### src/rtl/uart_tx_arb.sv
// uart_tx_arb: round-robin arbiter sharing one uart_tx serialiser between two
// show-ahead TX FIFOs (channel 0 = ZiFi, channel 1 = RS232).
//
// Optional feature macro: UART_TX_ARB_BURST_EN. When defined, a channel may send
// up to BURST consecutive bytes while the other channel is requesting. When not
// defined, the burst counter does not exist and the arbiter alternates per byte
// whenever both channels request, which is the same as BURST = 1.
//
// Handshake: a request is en[n] & ~chn_empty. The arbiter answers a request with a
// single-cycle chN_rdreq pulse and a single-cycle tx_dv pulse on the same cycle,
// with tx_byte already holding the popped head byte. It then waits for uart_tx to
// raise tx_active, then for the tx_done pulse, and spends one GAP cycle so that
// the FIFO empty flag settles before the next arbitration. tx_done outside
// WAIT_DONE is ignored. All outputs are registered.
module uart_tx_arb #(
  parameter int unsigned BURST = 16
) (
  input  logic       clk,
  input  logic       rst_n,
  input  logic [1:0] en,
  input  logic       ch0_empty,
  input  logic [7:0] ch0_q,
  output logic       ch0_rdreq,
  input  logic       ch1_empty,
  input  logic [7:0] ch1_q,
  output logic       ch1_rdreq,
  output logic       tx_dv,
  output logic [7:0] tx_byte,
  input  logic       tx_active,
  input  logic       tx_done,
  output logic       grant,
  output logic       busy
);

  typedef enum logic [2:0] {
    IDLE      = 3'd0,
    START     = 3'd1,
    WAIT_ACT  = 3'd2,
    WAIT_DONE = 3'd3,
    GAP       = 3'd4
  } state_t;

  state_t     state, state_nxt;
  logic [1:0] req;
  logic       own_req, other_req, keep, sel;
  logic       dv_nxt, rd0_nxt, rd1_nxt, grant_nxt, busy_nxt;
  logic [7:0] byte_nxt;

  assign req       = en & {~ch1_empty, ~ch0_empty};
  assign own_req   = grant ? req[1] : req[0];
  assign other_req = grant ? req[0] : req[1];
  // keep = stay on the current owner; otherwise hand over to the other channel.
  assign sel       = keep ? grant : ~grant;

`ifdef UART_TX_ARB_BURST_EN
  localparam logic [7:0] BURST_W = 8'(BURST);

  logic [7:0] cnt, cnt_nxt;

  // cnt == 0 marks a fresh arbitration (after reset or an idle cycle): the other
  // channel is preferred, so simultaneous first requests after reset go to ch0.
  assign keep = own_req && (((cnt != 8'd0) && (cnt < BURST_W)) || !other_req);

  // Burst counter: cleared on a switch or an idle cycle, counts completed characters.
  always_comb begin
    cnt_nxt = cnt;
    if (state == IDLE) begin
      if (!keep) cnt_nxt = 8'd0;
    end else if ((state == WAIT_DONE) && tx_done && (cnt < BURST_W)) begin
      cnt_nxt = cnt + 8'd1;
    end
  end

  // Burst counter register.
  always_ff @(posedge clk or negedge rst_n) begin
    if (!rst_n) cnt <= 8'd0;
    else        cnt <= cnt_nxt;
  end
`else
  logic unused_burst;

  // Strict per-byte alternation whenever both channels request.
  assign keep = own_req && !other_req;
  // BURST has no effect in this build; the reduction only keeps it referenced.
  assign unused_burst = ^BURST;
`endif

  // Next state and next registered outputs; everything defaults to hold/idle.
  always_comb begin
    state_nxt = state;
    dv_nxt    = 1'b0;
    rd0_nxt   = 1'b0;
    rd1_nxt   = 1'b0;
    grant_nxt = grant;
    byte_nxt  = tx_byte;
    case (state)
      IDLE: begin
        if (req != 2'b00) begin
          state_nxt = START;
          dv_nxt    = 1'b1;
          rd0_nxt   = ~sel;
          rd1_nxt   = sel;
          grant_nxt = sel;
          byte_nxt  = sel ? ch1_q : ch0_q;
        end
      end
      START:     state_nxt = WAIT_ACT;
      WAIT_ACT:  if (tx_active) state_nxt = WAIT_DONE;
      WAIT_DONE: if (tx_done) state_nxt = GAP;
      GAP:       state_nxt = IDLE;
      default:   state_nxt = IDLE;
    endcase
    busy_nxt = (state_nxt != IDLE);
  end

  // State register.
  always_ff @(posedge clk or negedge rst_n) begin
    if (!rst_n) state <= IDLE;
    else        state <= state_nxt;
  end

  // Registered outputs.
  always_ff @(posedge clk or negedge rst_n) begin
    if (!rst_n) begin
      tx_dv     <= 1'b0;
      ch0_rdreq <= 1'b0;
      ch1_rdreq <= 1'b0;
      tx_byte   <= 8'h00;
      grant     <= 1'b1;
      busy      <= 1'b0;
    end else begin
      tx_dv     <= dv_nxt;
      ch0_rdreq <= rd0_nxt;
      ch1_rdreq <= rd1_nxt;
      tx_byte   <= byte_nxt;
      grant     <= grant_nxt;
      busy      <= busy_nxt;
    end
  end

endmodule

### config.mk
export PLATFORM = sky130hd
export DESIGN_NAME = uart_tx_arb
export DESIGN_NICKNAME = d
export VERILOG_FILES = /design/src/rtl/uart_tx_arb.sv
export SDC_FILE = /design/constraint.sdc
export NUM_CORES = 1
export LEC_CHECK = 0
export ABC_AREA = 1
export BUFFER_PORTS_ARGS = -buffer_cell sky130_fd_sc_hd__buf_2
export CELL_PAD_IN_SITES_DETAIL_PLACEMENT = 0
export CELL_PAD_IN_SITES_GLOBAL_PLACEMENT = 1
export CORE_ASPECT_RATIO = 1.1
export CORE_UTILIZATION = 30
export DETAILED_ROUTE_END_ITERATION = 8
export HOLD_SLACK_MARGIN = 0.06
export PLACE_DENSITY_LB_ADDON = 0.05
export SETUP_SLACK_MARGIN = 0.4
export SYNTH_ARGS = -nofsm -noshare
export SYNTH_HDL_FRONTEND = slang
export SYNTH_SLANG_ARGS = --single-unit
export TNS_END_PERCENT = 30
### constraint.sdc
create_clock -name clk -period 1.77 [get_ports clk]
set_clock_uncertainty 0.2 [all_clocks]
set_input_delay 0.2655 -clock clk [delete_from_list [all_inputs] [get_ports clk]]
set_output_delay 0.2655 -clock clk [all_outputs]
set_load 0.01 [all_outputs]
Yosys cells after proc, flatten, opt, wreduce, memory -nomap -nowiden

Index checks and enable logic that the tools add are counted.

Add/subtract/negate cells: 0
Multipliers: 0
Divide/modulo/power cells: 0
$lt $le $gt $ge: 0
Equal/unequal tests: 3
Shift-type cells: 0
Mux-type cells: 14
Bitwise operators: 5
Reduce and logical (&&, ||, !) cells: 6

Operators with widths:

| cell                                           | count |
|---|---|
| case mux 3 bit (4 select lines)                | 1 |
| 2-to-1 mux 1 bit                               | 9 |
| 2-to-1 mux 3 bit                               | 3 |
| 2-to-1 mux 8 bit                               | 1 |
| == test 3 x 2 -> 1 bit (second input constant) | 2 |
| inverter 1 bit                                 | 4 |
| == test 3 x 1 -> 1 bit (second input constant) | 1 |
| logical NOT 3 bit                              | 1 |
| nonzero test 3 bit                             | 1 |
| bitwise AND 2 bit                              | 1 |
| AND reduction 2 bit                            | 1 |
| nonzero test 2 bit                             | 1 |
| logical AND 1 bit                              | 1 |
| logical NOT 1 bit                              | 1 |

Register bits: 16
Latch bits: 0
Bits in writable memories: 0
Bits in read-only memories: 0
Input bits: 24
Output and inout bits: 13
Word-level logic and storage cells: 35
Memories: 0

Depth between registers and ports, before layout

Gate-level depths: netlist of the first run.

Depth after elaboration: 9
Gate-level depth with buffers: 7
Depth with buffers taken out: 7

Worst setup path after synthesis of the first run

Ideal clock, no wire load.

Kind: reg-to-reg
From: register grant
To: register tx_byte[0]
Library setup time: 0.126 ns
Arrival time: 0.945 ns
Data required time: 1.444 ns
Slack: 0.499 ns
Stages on the path, launching flop included: 4
Buffers on the path: 0
Period minus slack after synthesis: 1.271 ns
Cells stage by stage: dfstp_2 > nand3_1 > nand3_1 > nand3_1

Cells in the longest elaborated chain, start to end: 5
Elaborated cells between the ends (all ways): 7
Those cells by class: 4 x mux; 1 x bitwise; 2 x reduce/logical

RTL lines:

| what                   | RTL line | source |
|---|---|---|
| start, declared        | 31       | `output logic grant,` |
| start signal, assigned | 136      | `grant <= grant_nxt;` |
| 2-to-1 mux 1 bit       | 51       | `assign other_req = grant ? req[0] : req[1];` |
| logical NOT 1 bit      | 83       | `assign keep = own_req && !other_req;` |
| logical AND 1 bit      | 83       |  |
| 2-to-1 mux 1 bit *     | 53       | `assign sel = keep ? grant : ~grant;` |
| 2-to-1 mux 8 bit *     | 104      | `byte_nxt = sel ? ch1_q : ch0_q;` |
| end signal, assigned   | 135      | `tx_byte <= byte_nxt;` |
| end, declared          | 28       | `output logic [7:0] tx_byte,` |

Mark *: on every way between the ends. The rest lies on a longest branch, timed or not.
A chain may end at the register's enable or synchronous reset.

Worst setup path in the final report of the first run

From: register grant
To: output port grant

No word-level cell between the ends.

==> impl_metrics.tcl, run 1 <==
set metrics [dict create \
    vias_per_cell 4.50 \
    path_clk_slew_ps 100 \
    design.core.area_sq_mm 0.00225 \
    final.min_clock_period_ps 1410 \
    tns_ps 0 \
    clk_path_buf_depth 2 \
    drive_gt1_share_pct 40.3 \
    final_common_cell "buf_2" \
    tightest_slew_ps 374 \
    instances_no_fill 174 \
    status "finished clean" \
    firstDrtPassIters 4 \
    syn_area_sq_um 719 \
    ant_nets 0 \
    wl_met3_microns 82 \
    ys_seq_elements 16 \
    yosysWarnings 0 \
    worstSkewPairLatency_ps 280 \
    antenna_cells 0 \
    ys_seq_area_share_pct 55.8 \
    placedCellCount 146 \
    grt_pass1_vias 746 \
    crit_path_end_kind "primary output" \
    gp_congestion 0.703 \
    hold_class "input port to flip-flop" \
    maxCapViolCount 0 \
    initial_utilization_pct 31.9 \
    whs_ps 71.1 \
    critPathMaxStageDelay_ps 560 \
    p_leak_nw 0.641 \
    finalSetupViolations 0 \
    fin_crit_sh_pct 79.6 \
    crit_fanout 3 \
    dp_hpwl_microns 1260 \
    ir_drop_uv 579 \
    cp.arrival_ps 940 \
    ios 37 \
    power.density_mw_per_mm2 1240 \
    gr-usage-all-layers_pct 17.0 \
    die_h_microns 53.4 \
    crit_family "flip-flops" \
    htree_levels 1 \
    cts_tree "yes" \
    clock-sinks 16 \
    synth.avg_cell_area_sq_um 8.99 \
    fill_cells 223 \
    drt_iter0_drc 8 \
    synth_top_area_cell "dfrtp_1" \
    start_kind "flip-flop" \
    netlist-cell-type-count 15 \
    grt_setup_unrepaired "true" \
    slew_headroom_pct 75.1 \
    wl_met2_microns 1010 \
    final_area_sq_mm 0.00124 \
    max_freq_ghz 0.710 \
    grt_max_degree 17 \
    dieArea_sq_mm 0.00260 \
    wl_met1_microns 902 \
    required_ps 1300 \
    antenna_found_initial 0 \
    die_w_microns 48.7 \
    cts_root_buf "clkbuf_4" \
    port-buffer-count 36 \
    crit_chain "buf_6" \
    numCtsBuffers 3 \
    synthTopCellsByArea "dfrtp_1, nand3_1, nand2_1, dfstp_2, inv_1" \
    route.top_layer_used "met4" \
    grt_pass1_wl_microns 3280 \
    slowest_stage "dfstp_2" \
    synth_top_cell_area_share_pct 52.2 \
    dr_total_vias 783 \
    slew_viol_final 0 \
    worstSetupPathType "flip-flop to primary output" \
    wl_per_cell_microns 11.5 \
    grt_overflow 0 \
    syn2layout_area_growth_pct 72.0 \
    syn-num-nets 104 \
    num_rows 18 \
    postRouteWirelength_microns 2010 \
    drc 0 \
    path_buf_inv 1 \
    hold_viol 0 \
    postSynthCellCount 80 \
    placed_area_sq_um 937 \
    nNetsFinal 169 \
    final_cell_mix "buf_2, nand3_1, dlygate4sd3_1, nand2_1, dfrtp_1" \
]
## Yosys cell counts
cell	count
a31oi_1	1
and2_1	1
dfrtp_1	15
dfstp_2	1
inv_1	7
inv_2	3
nand2_1	16
nand2_2	1
nand2_4	1
nand3_1	27
nor2_1	1
nor2_2	1
nor2_4	2
nor3_1	1
o21ai_2	2
## tightest hold or removal path: stages
cell,delay [ps]
buf_2,80
nor2_1,40
o21ai_2,140
## metrics by stage
| stage | power (mW) | setup WS (ps) | utilization (%) |
|---|---|---|---|
| finish | 1.54 | 361 | 54.9 |
| detailed placement | 1.17 | 364 | 41.6 |
| floorplan | 0.957 | 499 | - |
| global placement | 1.17 | 360 | 41.6 |
| CTS | 1.48 | 355 | 52.9 |
| global route | 1.66 | 330 | 54.9 |
## kinds of logic (layout without fill, tap and decap cells)
group,count (synthesis),in the layout,share of synthesized area [%]
compound gates,3,3,3.31
buf+inv,10,71,5.22
flops,16,16,55.8
simple gates,51,54,35.7
## sequential cells by signal, indices dropped and copies added, names as in the netlist
name / flops
grant: 1
busy: 1
tx_byte: 8
tx_dv: 1
state: 3
ch0_rdreq: 1
ch1_rdreq: 1
## final cells by class
type                       instances  area [sq um]  area share (%)
sequential                        16           402            32.5
multi-input combinational         57           340            27.5
tap                               30          37.5            3.03
inverter                          10          42.5            3.44
timing repair buffer              57           389            31.4
clock buffer                       4          26.3            2.12
## layer usage
layer,up-vias,GRT usage (%)
met3,2,2.87
met1,359,21.2
met5,-,0
met2,23,28.9
li1,399,-
met4,0,7.35
## power breakdown
part,internal (mW),switching (mW)
clock,0.0874,0.116
combinational,0.327,0.414
sequential,0.516,0.0793
## path summary, 6_finish.rpt
check | slack, ps | endpoint | from | cells past startpoint
min in group asynchronous | 220 | busy$_DFF_PN0_ | rst_n | 2
min reg2reg | 240 | state[2]$_DFF_PN0_ | state[2]$_DFF_PN0_ | 1
max reg2reg | 440 | grant$_DFFE_PN1P_ | state[1]$_DFF_PN0_ | 5
max in group asynchronous | 830 | grant$_DFFE_PN1P_ | rst_n | 2
max | 360 | grant | grant$_DFFE_PN1P_ | 1
min | 70 | state[0]$_DFF_PN0_ | tx_active | 3
## timing repair
item                       4_1_cts  5_1_grt
hold buffers                    18        0
resized for setup                5        4
pin swaps                        2        2
setup endpoints to repair       11       12
setup buffers                    1        2
hold endpoints to repair        26        0
cloned                           2        1
Power figures use the tool's default switching activity.
==> run 2: changes to the inputs <==
- ABC_AREA: 1 -> 0
- CORE_UTILIZATION: 30 -> 29
- clock period: 1.77 -> 1.13 ns (I/O delays scaled with it)
==> impl_metrics.tcl, run 2 <==
set metrics [dict create \
    gr-usage-all-layers_pct 16.2 \
    clk_path_buf_depth 2 \
    placed_area_sq_um 985 \
    r2r_setup_slack_ps -560 \
    max_freq_ghz 0.591 \
    cp.arrival_ps 1670 \
    wl_per_cell_microns 14.0 \
    largest_register_ffs 8 \
    syn2layout_area_growth_pct 70.7 \
    crit_path_end_kind "flip-flop" \
    clkPwrFrac_pct 14.3 \
    syn-num-nets 79 \
    design.core.area_sq_mm 0.00227 \
    path_depth 3 \
    grt_setup_unrepaired "true" \
    cts_root_buf "clkbuf_4" \
    start_kind "flip-flop" \
    crit_family "compound AO/OA/AOI/OAI gates" \
    nNetsFinal 129 \
    vias_per_cell 4.93 \
    port-buffer-count 36 \
    antenna_found_initial 0 \
    path_clk_slew_ps 90 \
    required_ps 1110 \
    synth_ff_type "dfrtp_1" \
    dp_hpwl_microns 1370 \
    firstDrtPassIters 4 \
    synth.most_common_cell "dfrtp_1" \
    reg2reg_depth 3 \
    combPwrFrac_pct 50.1 \
    slew_viol_final 0 \
    power.density_mw_per_mm2 2180 \
    whs_ps -428 \
    num_rows 18 \
    crit_fanout 5 \
    ys_seq_area_share_pct 56.3 \
    final.min_clock_period_ps 1690 \
    cts_tree "yes" \
    ys_seq_elements 16 \
    drt_iter0_drc 6 \
    reg.largest.list "tx_byte (8), state (3)" \
    yosysWarnings 0 \
    top_register "tx_byte" \
    synth.avg_cell_area_sq_um 13.0 \
    grt_pass1_wl_microns 3120 \
    maxCapViolCount 0 \
    setup_slack_ps -561 \
    final_area_sq_mm 0.00122 \
    critPathMaxStageDelay_ps 440 \
    r2r_start "state[1]$_DFF_PN0_" \
    synthTopCellsByArea "dfrtp_1, a221o_1, nor4b_1, a311oi_4, dfstp_2" \
    htree_levels 1 \
    fin_crit_sh_pct 150 \
    status "finished, violations left" \
    async_reset_ff_share_pct 100 \
    finalSetupViolations 28 \
    ios 37 \
    die_w_microns 49.3 \
    initial_utilization_pct 31.4 \
    final_cell_mix "buf_2, dfrtp_1, a221o_1, buf_6, nor4b_4" \
    hold_viol 27 \
    dr_total_vias 660 \
    p_switching_mw 0.930 \
    slew_headroom_pct 76.3 \
    intPower_mw 1.72 \
    grt_max_degree 17 \
    startpoint "state[1]$_DFF_PN0_" \
    numCtsBuffers 3 \
    crit_chain "or3_4 > a21o_4 > a221o_1" \
    ir_drop_uv 971 \
    postSynthCellCount 55 \
    rr_endpoint "tx_byte[2]$_DFFE_PN0P_" \
    netlist-cell-type-count 21 \
    grt_pass1_vias 705 \
    die_h_microns 54.0 \
    swShare_pct 35.1 \
    cp-endpoint "tx_byte[2]$_DFFE_PN0P_" \
    worstSkewPairLatency_ps 290 \
    violations "negative hold slack, negative setup slack" \
    drive_gt1_share_pct 65.4 \
    clock-sinks 16 \
    antenna_cells 0 \
    ant_nets 0 \
    gp_congestion 0.711 \
    tightest_slew_ps 355 \
    hold_class "input port to async pin" \
    dieArea_sq_mm 0.00266 \
    drc 0 \
    syn_area_sq_um 713 \
    synth_top_area_cell "dfrtp_1" \
    synth_edf_count 0 \
    final_common_cell "buf_2" \
    postRouteWirelength_microns 1870 \
    placedCellCount 127 \
    seqPwrFrac_pct 35.6 \
    slowest_stage "or3_4" \
    ys_top_cells_by_count "dfrtp_1, a221o_1, nor4b_1" \
    grt_overflow 0 \
    p_leak_nw 0.584 \
    synth_top_cell_area_share_pct 52.6 \
    utilization_pct 53.5 \
    path_buf_inv 0 \
    worstSetupPathType "flip-flop to flip-flop" \
    instances_no_fill 134 \
]
[run 2: final cells by class]
class	count	area, sq um
tap	30	37.5
clock buffer	4	36.3
fill	214	1060
sequential	16	402
multi-input combinational	34	424
timing repair buffer	47	304
inverter	3	13.8
[run 2: power groups by stage]
stage | Clock [mW] | Combinational [mW] | Sequential, mW
floorplan | 0 | 0.497 | 1.04
global placement | 0 | 1.00 | 0.945
detailed placement | 0 | 1.01 | 0.947
CTS | 0.402 | 1.22 | 0.948
global route | 0.432 | 1.43 | 0.969
finish | 0.380 | 1.33 | 0.944
[run 2: worst min path at each step]
stage	from	end	slack, ps
after floorplan	rst_n	busy$_DFF_PN0_	-330
after global placement	rst_n	tx_byte[2]$_DFFE_PN0P_	-100
after detailed placement	rst_n	tx_byte[0]$_DFFE_PN0P_	-100
after CTS	rst_n	tx_byte[0]$_DFFE_PN0P_	-430
after global routing	rst_n	tx_byte[0]$_DFFE_PN0P_	-420
final	rst_n	tx_byte[0]$_DFFE_PN0P_	-430
[run 2: routing by layer]
layer / track usage (%) / up-vias / share of wire [%]
li1: - / 315 / -
met3: 3.67 / 5 / 5.3
met1: 17.0 / 317 / 40
met2: 30.6 / 23 / 52
met5: 0 / - / 0
met4: 8.82 / 0 / 1.9
[run 2: logic make-up (layout without fill, tap and decap cells)]
logic type / Yosys count / count (layout) / synth area share [%]
flip-flops: 16 / 16 / 56.3
AO/OA/AOI/OAI: 14 / 15 / 19.8
AND/OR/NAND/NOR: 19 / 19 / 19.5
buffers and inverters: 6 / 54 / 4.38
[run 2: repair_timing]
| action | 4_1_cts | 5_1_grt |
|---|---|---|
| endpoints found under the hold margin | 27 | 27 |
| pin swaps | 4 | 5 |
| gates resized for setup | 19 | 8 |
| cloned | 1 | 0 |
| buffers inserted | 1 | 1 |
| endpoints found under the setup margin | 29 | 29 |
[run 2: worst register-to-register path, delay by kind of cell (launching register included)]
kind,cells,cell delay [ps]
flip-flops,1,390
AO/OA/AOI/OAI,2,550
AND/OR/NAND/NOR,1,440
[run 2: metrics by stage]
stage                     setup TNS [ps]  worst slack, ps  hold WS, ps  total power [mW]
final                              -7490             -561         -428              2.65
after global routing               -8750             -596         -418              2.83
after CTS                          -7850             -562         -427              2.57
after detailed placement           -6790             -563        -95.2              1.95
after global placement             -6610             -557        -98.4              1.94
after floorplan                    -6340             -559         -326              1.54
==> run 3: changes to the inputs <==
- CORE_ASPECT_RATIO: 1.1 -> 0.9
- CORE_UTILIZATION: 29 -> 35
- clock period: 1.13 -> 2.03 ns (I/O delays scaled with it)
==> impl_metrics.tcl, run 3 (synthesis results as in run 2) <==
set metrics [dict create \
    initial_utilization_pct 37.3 \
    seqCellArea_sq_um 403 \
    firstDrtPassIters 4 \
    start_kind "flip-flop" \
    r2r_setup_slack_ps 310 \
    reg.largest.list "tx_byte (8), state (3)" \
    ios 37 \
    numCtsBuffers 3 \
    clock-sinks 16 \
    die_h_microns 44.8 \
    gr-usage-all-layers_pct 19.1 \
    hold_class "input port to flip-flop" \
    worstSetupPathType "flip-flop to flip-flop" \
    final.min_clock_period_ps 1720 \
    setup_slack_ps 310 \
    grt_pass1_wl_microns 3110 \
    dr_total_vias 685 \
    tightest_slew_ps 350 \
    instances_no_fill 139 \
    num_rows 15 \
    hold_viol 0 \
    clk_path_buf_depth 2 \
    ir_drop_uv 603 \
    path_clk_slew_ps 100 \
    fin_crit_sh_pct 84.7 \
    dieArea_sq_mm 0.00222 \
    vias_per_cell 4.93 \
    finalSetupViolations 0 \
    largest_register_ffs 8 \
    htree_levels 1 \
    port-buffer-count 36 \
    placedCellCount 115 \
    drt_iter0_drc 8 \
    cts_tree "yes" \
    nNetsFinal 139 \
    gp_congestion 0.732 \
    maxCapViolCount 0 \
    postRouteWirelength_microns 1990 \
    crit_path_end_kind "flip-flop" \
    grt_max_degree 17 \
    slew_headroom_pct 76.7 \
    power.density_mw_per_mm2 1140 \
    max_freq_ghz 0.581 \
    status "finished clean" \
    grt_overflow 0 \
    required_ps 2060 \
    crit_fanout 8 \
    final_cell_mix "buf_2, dfrtp_1, dlygate4sd3_1, buf_4, a221o_1" \
    top_register "tx_byte" \
    die_w_microns 49.6 \
    multi_input_comb_area_sq_um 348 \
    grt_pass1_vias 680 \
    fill_cells 179 \
    antenna_cells 0 \
    tns_ps 0 \
    cp.arrival_ps 1750 \
    wl_per_cell_microns 14.3 \
    ant_nets 0 \
    grt_setup_unrepaired "true" \
    antenna_found_initial 0 \
    worstSkewPairLatency_ps 280 \
    syn2layout_area_growth_pct 68.1 \
    dp_slack_ps 206 \
    p_leak_nw 0.584 \
    cts_root_buf "clkbuf_4" \
    drc 0 \
    dp_hpwl_microns 1170 \
    slew_viol_final 0 \
    drive_gt1_share_pct 55.3 \
    final_common_cell "buf_2" \
    design.core.area_sq_mm 0.00191 \
]
## run 3: worst paths after layout
path / cells after the start / to / startpoint
max: 4 / tx_byte[6]$_DFFE_PN0P_ / state[1]$_DFF_PN0_
min: 4 / state[0]$_DFF_PN0_ / tx_active
max reg2reg: 4 / tx_byte[6]$_DFFE_PN0P_ / state[1]$_DFF_PN0_
min reg2reg: 2 / grant$_DFFE_PN1P_ / grant$_DFFE_PN1P_
max in group asynchronous: 2 / grant$_DFFE_PN1P_ / rst_n
min in group asynchronous: 2 / tx_byte[1]$_DFFE_PN0P_ / rst_n
## run 3: area by class of cell
cell class                      instances  area share [%]
Clock buffer                            4            2.19
Timing Repair Buffer                   57            31.6
Sequential cell                        16            33.6
Multi-Input combinational cell         34            29.0
Inverter                                3           0.939
Tap cell                               25            2.61
## run 3: power by group
part | switching, mW | internal [mW] | total [mW]
Combinational | 0.300 | 0.361 | 0.661
Clock | 0.0992 | 0.0762 | 0.175
Sequential | 0.0813 | 0.453 | 0.534
## run 3: per-stage QoR
step | hold slack (ps) | cell area, sq um | power [mW] | utilization, %
2_1_floorplan | -191 | 726 | 0.857 | -
4_1_cts | 162 | 1160 | 1.32 | 60.7
3_3_place_gp | 28.9 | 926 | 1.00 | 48.4
6_report | 174 | 1200 | 1.37 | 62.6
5_1_grt | 227 | 1200 | 1.45 | 62.6
3_5_place_dp | 30.3 | 926 | 1.01 | 48.4
## run 3: what timing repair did
item,in CTS,in global routing
hold endpoints to repair,25,0
pin swaps,3,1
gates cloned,1,0
hold buffers,10,0
buffers inserted,7,2
endpoints found under the setup margin,9,11
resized for setup,6,4
## run 3: critical path: stages, from the launching register on
cell and delay, ps:
dfrtp_1 400, or3_4 450, a311oi_4 280, buf_6 180, a221o_1 140
## run 3: routing by layer
layer,up-vias,part of all wire [%],global-route usage [%],wire length (microns)
li1,335,-,-,-
met1,329,46,24.0,914
met2,21,50,34.1,985
met3,0,4.3,5.72,85
met4,0,0,1.71,0
met5,-,0,0,0
